$ cat config.mk
export PLATFORM = sky130hd
export DESIGN_NAME = ultrasonic_scheduler_flat
export DESIGN_NICKNAME = d
export VERILOG_FILES = /design/src/rtl/ultrasonic_scheduler_if.sv /design/src/rtl/ultrasonic_scheduler.sv /design/src/flat_wrapper.sv
export SDC_FILE = /design/constraint.sdc
export NUM_CORES = 1
export LEC_CHECK = 0
export ABC_AREA = 1
export CAP_MARGIN = 30
export CORE_ASPECT_RATIO = 0.7
export CORE_MARGIN = 2
export CORE_UTILIZATION = 40
export CTS_BUF_LIST = sky130_fd_sc_hd__clkbuf_8
export DETAILED_ROUTE_END_ITERATION = 10
export GPL_TIMING_DRIVEN = 1
export PLACE_DENSITY = 0.67
export SYNTH_ARGS = -nofsm -noshare
export SYNTH_HDL_FRONTEND = slang
export SYNTH_SLANG_ARGS = --single-unit
export TNS_END_PERCENT = 5
$ cat constraint.sdc
create_clock -name CLOCK_50 -period 2.2 [get_ports CLOCK_50]
set_input_delay 0.44 -clock CLOCK_50 [delete_from_list [all_inputs] [get_ports CLOCK_50]]
set_output_delay 0.44 -clock CLOCK_50 [all_outputs]
set_load 0.05 [all_outputs]
$ cat src/rtl/ultrasonic_scheduler_if.sv
// Bundle of the measurement-side signals of the ultrasonic scheduler.
// The master side drives the control inputs and echo lines. The slave side
// is the scheduler, which returns triggers, distances and status.
interface ultrasonic_scheduler_if #(
   parameter int NUM_SENSORS = 3
);
   logic                       enable;
   logic [7:0]                 threshold;
   logic [NUM_SENSORS-1:0]     echo;
   logic [NUM_SENSORS-1:0]     trig;
   logic [8*NUM_SENSORS-1:0]   distance;
   logic                       sample_valid;
   logic [1:0]                 sample_idx;
   logic [NUM_SENSORS-1:0]     timeout;
   logic                       too_close;

   modport master (
      output enable, threshold, echo,
      input  trig, distance, sample_valid, sample_idx, timeout, too_close
   );

   modport slave (
      input  enable, threshold, echo,
      output trig, distance, sample_valid, sample_idx, timeout, too_close
   );
endinterface

$ cat src/rtl/ultrasonic_scheduler.sv
// Round-robin scheduler for up to four ultrasonic range sensors.
// Only one sensor is triggered at a time. Its echo pulse width is converted
// to whole centimetres and latched per sensor. A quiet guard period follows
// each measurement so late reflections cannot reach the next sensor.
module ultrasonic_scheduler #(
   parameter int NUM_SENSORS    = 3,
   parameter int TRIG_CYCLES    = 500,
   parameter int CYCLES_PER_CM  = 2900,
   parameter int TIMEOUT_CYCLES = 1250000,
   parameter int GUARD_CYCLES   = 500000
) (
   input logic                   CLOCK_50,
   input logic                   reset_n,
   ultrasonic_scheduler_if.slave bus
);

   // One shared phase counter covers the trigger, wait, measure and guard phases.
   localparam int MAX_CNT = (TIMEOUT_CYCLES > GUARD_CYCLES)
                          ? ((TIMEOUT_CYCLES > TRIG_CYCLES) ? TIMEOUT_CYCLES : TRIG_CYCLES)
                          : ((GUARD_CYCLES > TRIG_CYCLES) ? GUARD_CYCLES : TRIG_CYCLES);
   localparam int CNT_W = $clog2(MAX_CNT + 1);
   localparam int SUB_W = $clog2(CYCLES_PER_CM + 1);

   localparam logic [CNT_W-1:0] TRIG_LAST    = CNT_W'(TRIG_CYCLES - 1);
   localparam logic [CNT_W-1:0] TIMEOUT_LAST = CNT_W'(TIMEOUT_CYCLES - 1);
   localparam logic [CNT_W-1:0] GUARD_LAST   = CNT_W'(GUARD_CYCLES - 1);
   localparam logic [SUB_W-1:0] SUB_LAST     = SUB_W'(CYCLES_PER_CM - 1);
   localparam logic [1:0]       IDX_LAST     = 2'(NUM_SENSORS - 1);

   typedef enum logic [2:0] {
      IDLE,
      TRIG,
      WAIT_ECHO,
      MEASURE,
      GUARD
   } state_t;

   state_t                   state_q, state_d;
   logic [1:0]               idx_q, idx_d;
   logic [CNT_W-1:0]         cnt_q, cnt_d;
   logic [SUB_W-1:0]         sub_q, sub_d;
   logic [7:0]               cm_q, cm_d;
   logic [8*NUM_SENSORS-1:0] dist_q, dist_d;
   logic [NUM_SENSORS-1:0]   timeout_q, timeout_d;
   logic                     sampleValid_q, sampleValid_d;
   logic [1:0]               sampleIdx_q, sampleIdx_d;
   logic                     tooClose_q;

   logic [NUM_SENSORS-1:0]   echoMeta_q, echoSync_q, echoPrev_q;
   logic                     echoRise, echoFall;
   logic                     resultEn;
   logic [7:0]               resultCm;
   logic                     resultTimeout;
   logic                     anyClose;

   // Two-flop synchroniser on every echo line, plus a third copy for edge detection.
   always_ff @(posedge CLOCK_50 or negedge reset_n) begin
      if (!reset_n) begin
         echoMeta_q <= '0;
         echoSync_q <= '0;
         echoPrev_q <= '0;
      end else begin
         echoMeta_q <= bus.echo;
         echoSync_q <= echoMeta_q;
         echoPrev_q <= echoSync_q;
      end
   end

   // Only the currently scheduled sensor's edges matter; the others are ignored.
   assign echoRise = echoSync_q[idx_q] & ~echoPrev_q[idx_q];
   assign echoFall = ~echoSync_q[idx_q] & echoPrev_q[idx_q];

   // Next-state logic: phase sequencing, cm conversion and result capture.
   always_comb begin
      state_d       = state_q;
      idx_d         = idx_q;
      cnt_d         = cnt_q;
      sub_d         = sub_q;
      cm_d          = cm_q;
      dist_d        = dist_q;
      timeout_d     = timeout_q;
      sampleValid_d = 1'b0;
      sampleIdx_d   = sampleIdx_q;
      resultEn      = 1'b0;
      resultCm      = 8'd255;
      resultTimeout = 1'b1;

      case (state_q)
         IDLE: begin
            if (bus.enable) begin
               state_d = TRIG;
               cnt_d   = '0;
            end
         end

         TRIG: begin
            if (cnt_q == TRIG_LAST) begin
               state_d = WAIT_ECHO;
               cnt_d   = '0;
            end else begin
               cnt_d = cnt_q + 1'b1;
            end
         end

         WAIT_ECHO: begin
            if (echoRise) begin
               state_d = MEASURE;
               cnt_d   = '0;
               sub_d   = '0;
               cm_d    = '0;
            end else if (cnt_q == TIMEOUT_LAST) begin
               resultEn = 1'b1;
            end else begin
               cnt_d = cnt_q + 1'b1;
            end
         end

         MEASURE: begin
            if (echoFall) begin
               resultEn      = 1'b1;
               resultCm      = cm_q;
               resultTimeout = 1'b0;
            end else if (cnt_q == TIMEOUT_LAST) begin
               resultEn = 1'b1;
            end else begin
               cnt_d = cnt_q + 1'b1;
               if (sub_q == SUB_LAST) begin
                  sub_d = '0;
                  cm_d  = (cm_q == 8'd255) ? cm_q : cm_q + 8'd1;
               end else begin
                  sub_d = sub_q + 1'b1;
               end
            end
         end

         GUARD: begin
            if (cnt_q == GUARD_LAST) begin
               cnt_d   = '0;
               idx_d   = (idx_q == IDX_LAST) ? 2'd0 : idx_q + 2'd1;
               state_d = bus.enable ? TRIG : IDLE;
            end else begin
               cnt_d = cnt_q + 1'b1;
            end
         end

         default: begin
            state_d = IDLE;
            cnt_d   = '0;
         end
      endcase

      if (resultEn) begin
         dist_d[8*idx_q +: 8] = resultCm;
         timeout_d[idx_q]     = resultTimeout;
         sampleValid_d        = 1'b1;
         sampleIdx_d          = idx_q;
         state_d              = GUARD;
         cnt_d                = '0;
      end
   end

   // State, counters and result registers; reset discards any partial measurement.
   always_ff @(posedge CLOCK_50 or negedge reset_n) begin
      if (!reset_n) begin
         state_q       <= IDLE;
         idx_q         <= 2'd0;
         cnt_q         <= '0;
         sub_q         <= '0;
         cm_q          <= '0;
         dist_q        <= '1;
         timeout_q     <= '0;
         sampleValid_q <= 1'b0;
         sampleIdx_q   <= 2'd0;
      end else begin
         state_q       <= state_d;
         idx_q         <= idx_d;
         cnt_q         <= cnt_d;
         sub_q         <= sub_d;
         cm_q          <= cm_d;
         dist_q        <= dist_d;
         timeout_q     <= timeout_d;
         sampleValid_q <= sampleValid_d;
         sampleIdx_q   <= sampleIdx_d;
      end
   end

   // Proximity compare of every slot against the live threshold.
   always_comb begin
      anyClose = 1'b0;
      for (int i = 0; i < NUM_SENSORS; i++) begin
         if (dist_q[8*i +: 8] < bus.threshold) begin
            anyClose = 1'b1;
         end
      end
   end

   // Registered proximity flag, one clock behind slot or threshold changes.
   always_ff @(posedge CLOCK_50 or negedge reset_n) begin
      if (!reset_n) begin
         tooClose_q <= 1'b0;
      end else begin
         tooClose_q <= anyClose;
      end
   end

   // Trigger is a one-hot decode of the registered state, so reset drops it at once.
   assign bus.trig         = (state_q == TRIG) ? (NUM_SENSORS'(1) << idx_q) : '0;
   assign bus.distance     = dist_q;
   assign bus.timeout      = timeout_q;
   assign bus.sample_valid = sampleValid_q;
   assign bus.sample_idx   = sampleIdx_q;
   assign bus.too_close    = tooClose_q;

endmodule

$ cat src/flat_wrapper.sv
// flat-port wrapper written by rule: the top's interface ports become plain ports
module ultrasonic_scheduler_flat 
#(
   parameter int NUM_SENSORS    = 3,
   parameter int TRIG_CYCLES    = 500,
   parameter int CYCLES_PER_CM  = 2900,
   parameter int TIMEOUT_CYCLES = 1250000,
   parameter int GUARD_CYCLES   = 500000
)
  (CLOCK_50, reset_n, bus_enable, bus_threshold, bus_echo, bus_trig, bus_distance, bus_sample_valid, bus_sample_idx, bus_timeout, bus_too_close);
  ultrasonic_scheduler_if #(.NUM_SENSORS(NUM_SENSORS)) bus_i ();
  input logic CLOCK_50;
  input logic reset_n;
  input wire logic [$bits(bus_i.enable)-1:0] bus_enable;
  input wire logic [$bits(bus_i.threshold)-1:0] bus_threshold;
  input wire logic [$bits(bus_i.echo)-1:0] bus_echo;
  output wire logic [$bits(bus_i.trig)-1:0] bus_trig;
  output wire logic [$bits(bus_i.distance)-1:0] bus_distance;
  output wire logic [$bits(bus_i.sample_valid)-1:0] bus_sample_valid;
  output wire logic [$bits(bus_i.sample_idx)-1:0] bus_sample_idx;
  output wire logic [$bits(bus_i.timeout)-1:0] bus_timeout;
  output wire logic [$bits(bus_i.too_close)-1:0] bus_too_close;
  assign bus_i.enable = bus_enable;
  assign bus_i.threshold = bus_threshold;
  assign bus_i.echo = bus_echo;
  assign bus_trig = bus_i.trig;
  assign bus_distance = bus_i.distance;
  assign bus_sample_valid = bus_i.sample_valid;
  assign bus_sample_idx = bus_i.sample_idx;
  assign bus_timeout = bus_i.timeout;
  assign bus_too_close = bus_i.too_close;
  ultrasonic_scheduler #(.NUM_SENSORS(NUM_SENSORS), .TRIG_CYCLES(TRIG_CYCLES), .CYCLES_PER_CM(CYCLES_PER_CM), .TIMEOUT_CYCLES(TIMEOUT_CYCLES), .GUARD_CYCLES(GUARD_CYCLES)) u_core (.CLOCK_50(CLOCK_50), .reset_n(reset_n), .bus(bus_i));
endmodule
==> run_results.csv <==
group,metric,value,unit
status,status,"complete, no violations",
timing,finalCriticalPeriod,2.16,ns
logic_synthesis,combinational_family_with_the_most_area_after_synthesis,"simple AND/OR/NAND/NOR gates",
cts,numClockSinks,86,
placement,post-place-cells,1043,
cts,cts-root-to-sink-buffers,2,
route,detail_route.drc_violations,0,
cts,htreeDepth,3,
final_layout,antenna_cells_inserted,0,
hold_path,worst_hold_path_type,"in -> async",
timing,timing_worst_slew_pin_value,0.543,ns
route,detailedRoute.firstPassIterationCount,6,
final_layout,drive_gt1_frac,0.127,
power_and_ir_drop,power.static_leakage,3.49,nW
die,die-height,104,um
route,wire_per_inst,14.4,um
placement,pre_cts_ws,0.171,ns
job,cap_violations,0,
logic_synthesis,netlist_instances,793,
route,vias,5315,
setup_path,path_cells,"clkdlybuf4s50_1",
timing,relSlewSlack,0.637,
route,route.antenna.remaining_nets,0,
cts,cts_hold_buffers,0,
cts,cts.root.buffer_cell,"sky130_fd_sc_hd__clkbuf_8",
setup_path,worstPathRequired,1.76,ns
logic_synthesis,synth.area.mux_share,0,
logic_synthesis,yosysSeqAreaShare,0.385,
die,floorplan.core_area,13900,um^2
route,drt_iter0_markers,444,
logic_synthesis,synth_seq_cells,86,
setup_path,setup.worst_path.end_class,"primary output",
power_and_ir_drop,power.ir.vdd_worst,0.258,mV
placement,port_buffers,47,
power_and_ir_drop,powerDensity,427,nW/um^2
cts,worst_skew_pair.late_latency,0.38,ns
grt,antenna_found_initial,0,
grt,grt_usage,0.211,
setup_path,startpoint_type,"flip-flop",
setup_path,r2r_cells,10,
die,placement_rows,36,
timing,finalMaxSlewViolations,0,
timing,timing.clock.skew,0.0219,ns
route,route.detailed.vias_per_inst,5.02,
route,routed_wirelength,15200,um
placement,globalplace.congestion,0.873,
timing,grt_setup_unrepaired,"true",
die,ioPinCount,48,
timing,final_hold_viol_count,0,
logic_synthesis,synth-simple-area-share,0.383,
logic_synthesis,post_synth_fa_ha_maj_area_fraction,0.0662,
final_layout,fillerInstances,1383,
grt,grt_pass1_wl,25900,um
die,total_die_area,15200,um^2
grt,first_global_vias,4987,
die,die-width,146,um
cts,cts-buffers-inserted,9,
placement,dpl_cell_area,6520,um^2
final_layout,mostFrequentLayoutCells,"245 x sky130_fd_sc_hd__nand2_1, 91 x sky130_fd_sc_hd__inv_1, 84 x sky130_fd_sc_hd__nor2_1",
final_layout,nets,908,
logic_synthesis,yosys_warnings,0,
timing,final.period_utilization,0.983,
final_layout,layout.cells.most_common,"sky130_fd_sc_hd__nand2_1",
final_layout,post-route-cell-area,6730,um^2
grt,grt-ovfl-total,0,
timing,timing.final.setup_violations,0,
placement,dp.final_hpwl,11500,um
setup_path,crit_fanout,3,
timing,max_freq,462,MHz
setup_path,worst-endpoint-arrival,1.72,ns
logic_synthesis,synth_compound_area_frac,0.0761,
logic_synthesis,netlist_area,5670,um^2
logic_synthesis,yosys.cell_types.count,38,
timing,setup_slack,0.0372,ns
cts,worst_setup_hold_path_clk_slew,0.10,ns
setup_path,crit_path_max_incr_delay,0.80,ns
setup_path,worstPathBufferInverterCount,1,
setup_path,slowest_stage,"sky130_fd_sc_hd__clkdlybuf4s50_1",
setup_path,crit_family,"buffers and inverters",
setup_path,setup.worst_path.class,"reg -> out",
final_layout,finish.cell_count_without_fillers,1059,
logic_synthesis,synth_fp_nets,837,
cts,tritoncts,"done",
final_layout,synthesis_to_layout_area_growth,18.8,%
die,initial_utilization,0.409,
logic_synthesis,postSynthAreaPerCell,7.15,um^2
power_and_ir_drop,finalPower,0.00288,W
grt,pin_count_of_the_biggest_net_entering_global_routing,43,
setup_path,crit_cells,1,
logic_synthesis,synth_area_in_xor_xnor,0.0108,
-- timing repair --
action | in CTS | in global routing
pin swaps | 0 | 1
endpoints found under the setup margin | 16 | 43
hold endpoints to repair | 0 | 0
gates resized for setup | 14 | 15
buffers inserted | 0 | 0
-- synth_stat cells --
cell type                  number  area share
sky130_fd_sc_hd__clkinv_1       1     0.00066
sky130_fd_sc_hd__buf_2          3      0.0026
sky130_fd_sc_hd__nand2_1      245        0.16
sky130_fd_sc_hd__dfrtp_1       62        0.27
sky130_fd_sc_hd__nand2_4        2      0.0040
sky130_fd_sc_hd__o21bai_1       2      0.0026
sky130_fd_sc_hd__buf_8          1      0.0026
sky130_fd_sc_hd__inv_1         91       0.060
sky130_fd_sc_hd__ha_1          30       0.066
sky130_fd_sc_hd__nor2_4         7       0.014
sky130_fd_sc_hd__a31oi_1        1      0.0011
sky130_fd_sc_hd__a21oi_1       16       0.014
sky130_fd_sc_hd__nand2_8        3       0.011
sky130_fd_sc_hd__o211ai_1       5      0.0066
sky130_fd_sc_hd__dfstp_2       24        0.11
sky130_fd_sc_hd__nor2_1        87       0.058
sky130_fd_sc_hd__nand3b_1       4      0.0053
sky130_fd_sc_hd__inv_2          6      0.0040
sky130_fd_sc_hd__o22ai_1        1      0.0011
sky130_fd_sc_hd__o21ai_2        1      0.0015
sky130_fd_sc_hd__o41ai_1        1      0.0015
sky130_fd_sc_hd__nor3_2         1      0.0018
sky130_fd_sc_hd__o21ai_0       38       0.034
sky130_fd_sc_hd__buf_12         1      0.0035
sky130_fd_sc_hd__nand2_2        4      0.0044
sky130_fd_sc_hd__clkbuf_1       4      0.0026
sky130_fd_sc_hd__a21oi_2        1      0.0015
sky130_fd_sc_hd__nand3_2        3      0.0053
sky130_fd_sc_hd__o21ai_1       14       0.012
sky130_fd_sc_hd__nor3_1        16       0.014
sky130_fd_sc_hd__nand4_1       23       0.025
sky130_fd_sc_hd__or2_2          7      0.0077
sky130_fd_sc_hd__xnor2_1        1      0.0015
sky130_fd_sc_hd__xor2_1         6      0.0093
sky130_fd_sc_hd__nor2_2         2      0.0022
sky130_fd_sc_hd__nand3_1       76       0.067
sky130_fd_sc_hd__buf_4          2      0.0026
sky130_fd_sc_hd__nor3b_1        1      0.0013
-- metal layers --
layer / track usage / part of all wire / vias to the layer above
li1: - / - / 2705
met1: 0.343 / 0.54 / 2421
met2: 0.285 / 0.38 / 176
met3: 0.0396 / 0.066 / 13
met4: 0.0402 / 0.0094 / 0
met5: 0 / 0 / -
-- state kept, by name, summed over array words and instances (netlist names) --
name	cells
u_core.idx_q	2
u_core.cm_q	8
u_core.echoSync_q	3
u_core.bus.sample_idx	2
u_core.bus.too_close	1
u_core.echoMeta_q	3
u_core.bus.distance	24
u_core.sub_q	12
u_core.echoPrev_q	3
u_core.state_q	3
u_core.bus.timeout	3
u_core.cnt_q	21
u_core.bus.sample_valid	1
-- final cells by class --
cell class	instances	area [um^2]	area share
multi-input combinational	598	3050	0.453
sequential	86	2180	0.324
timing repair buffer	71	693	0.103
inverter	98	370	0.0550
tap	190	238	0.0353
clock buffer	9	124	0.0184
clock inverter	7	73.8	0.0110
-- worst paths after layout --
| path | from | endpoint | slack, ns |
|---|---|---|---|
| worst max-delay path | u_core.bus.distance[15]$_DFFE_PN1P_ | bus_distance[15] | 0.04 |
| worst min-delay path | reset_n | u_core.bus.too_close$_DFF_PN0_ | 0.03 |
| worst max register to register | u_core.cnt_q[0]$_DFFE_PN0P_ | u_core.cnt_q[11]$_DFFE_PN0P_ | 0.20 |
| worst min register to register | u_core.echoMeta_q[0]$_DFF_PN0_ | u_core.echoSync_q[0]$_DFF_PN0_ | 0.35 |
| max in group asynchronous | reset_n | u_core.bus.distance[2]$_DFFE_PN1P_ | 1.50 |
| min in group CLOCK_50 | u_core.echoMeta_q[0]$_DFF_PN0_ | u_core.echoSync_q[0]$_DFF_PN0_ | 0.35 |
-- power breakdown --
group          internal, W  switching [W]
Combinational    0.0000405      0.0000680
Sequential         0.00159     0.00000271
Clock             0.000529       0.000645
Total              0.00216       0.000715
-- kinds of logic after synthesis --
group	count (synthesis)
AOI/OAI and AO/OA	80
xor gates and xnor gates	7
adders and majority gates	30
DFF	86
and+or+nand+nor	481
buffers and inverters	109
-- metrics by stage --
| step | setup TNS [ns] | hold slack [ns] | util |
|---|---|---|---|
| 5_1_grt | -0.0584 | 0.0458 | 0.485 |
| 3_3_place_gp | 0 | 0.334 | 0.470 |
| 6_report | 0 | 0.0281 | 0.485 |
| 2_1_floorplan | 0 | 0.144 | - |
| 4_1_cts | -0.0517 | 0.0366 | 0.483 |
| 3_5_place_dp | 0 | 0.336 | 0.470 |
(Power assumes the default switching activity.)
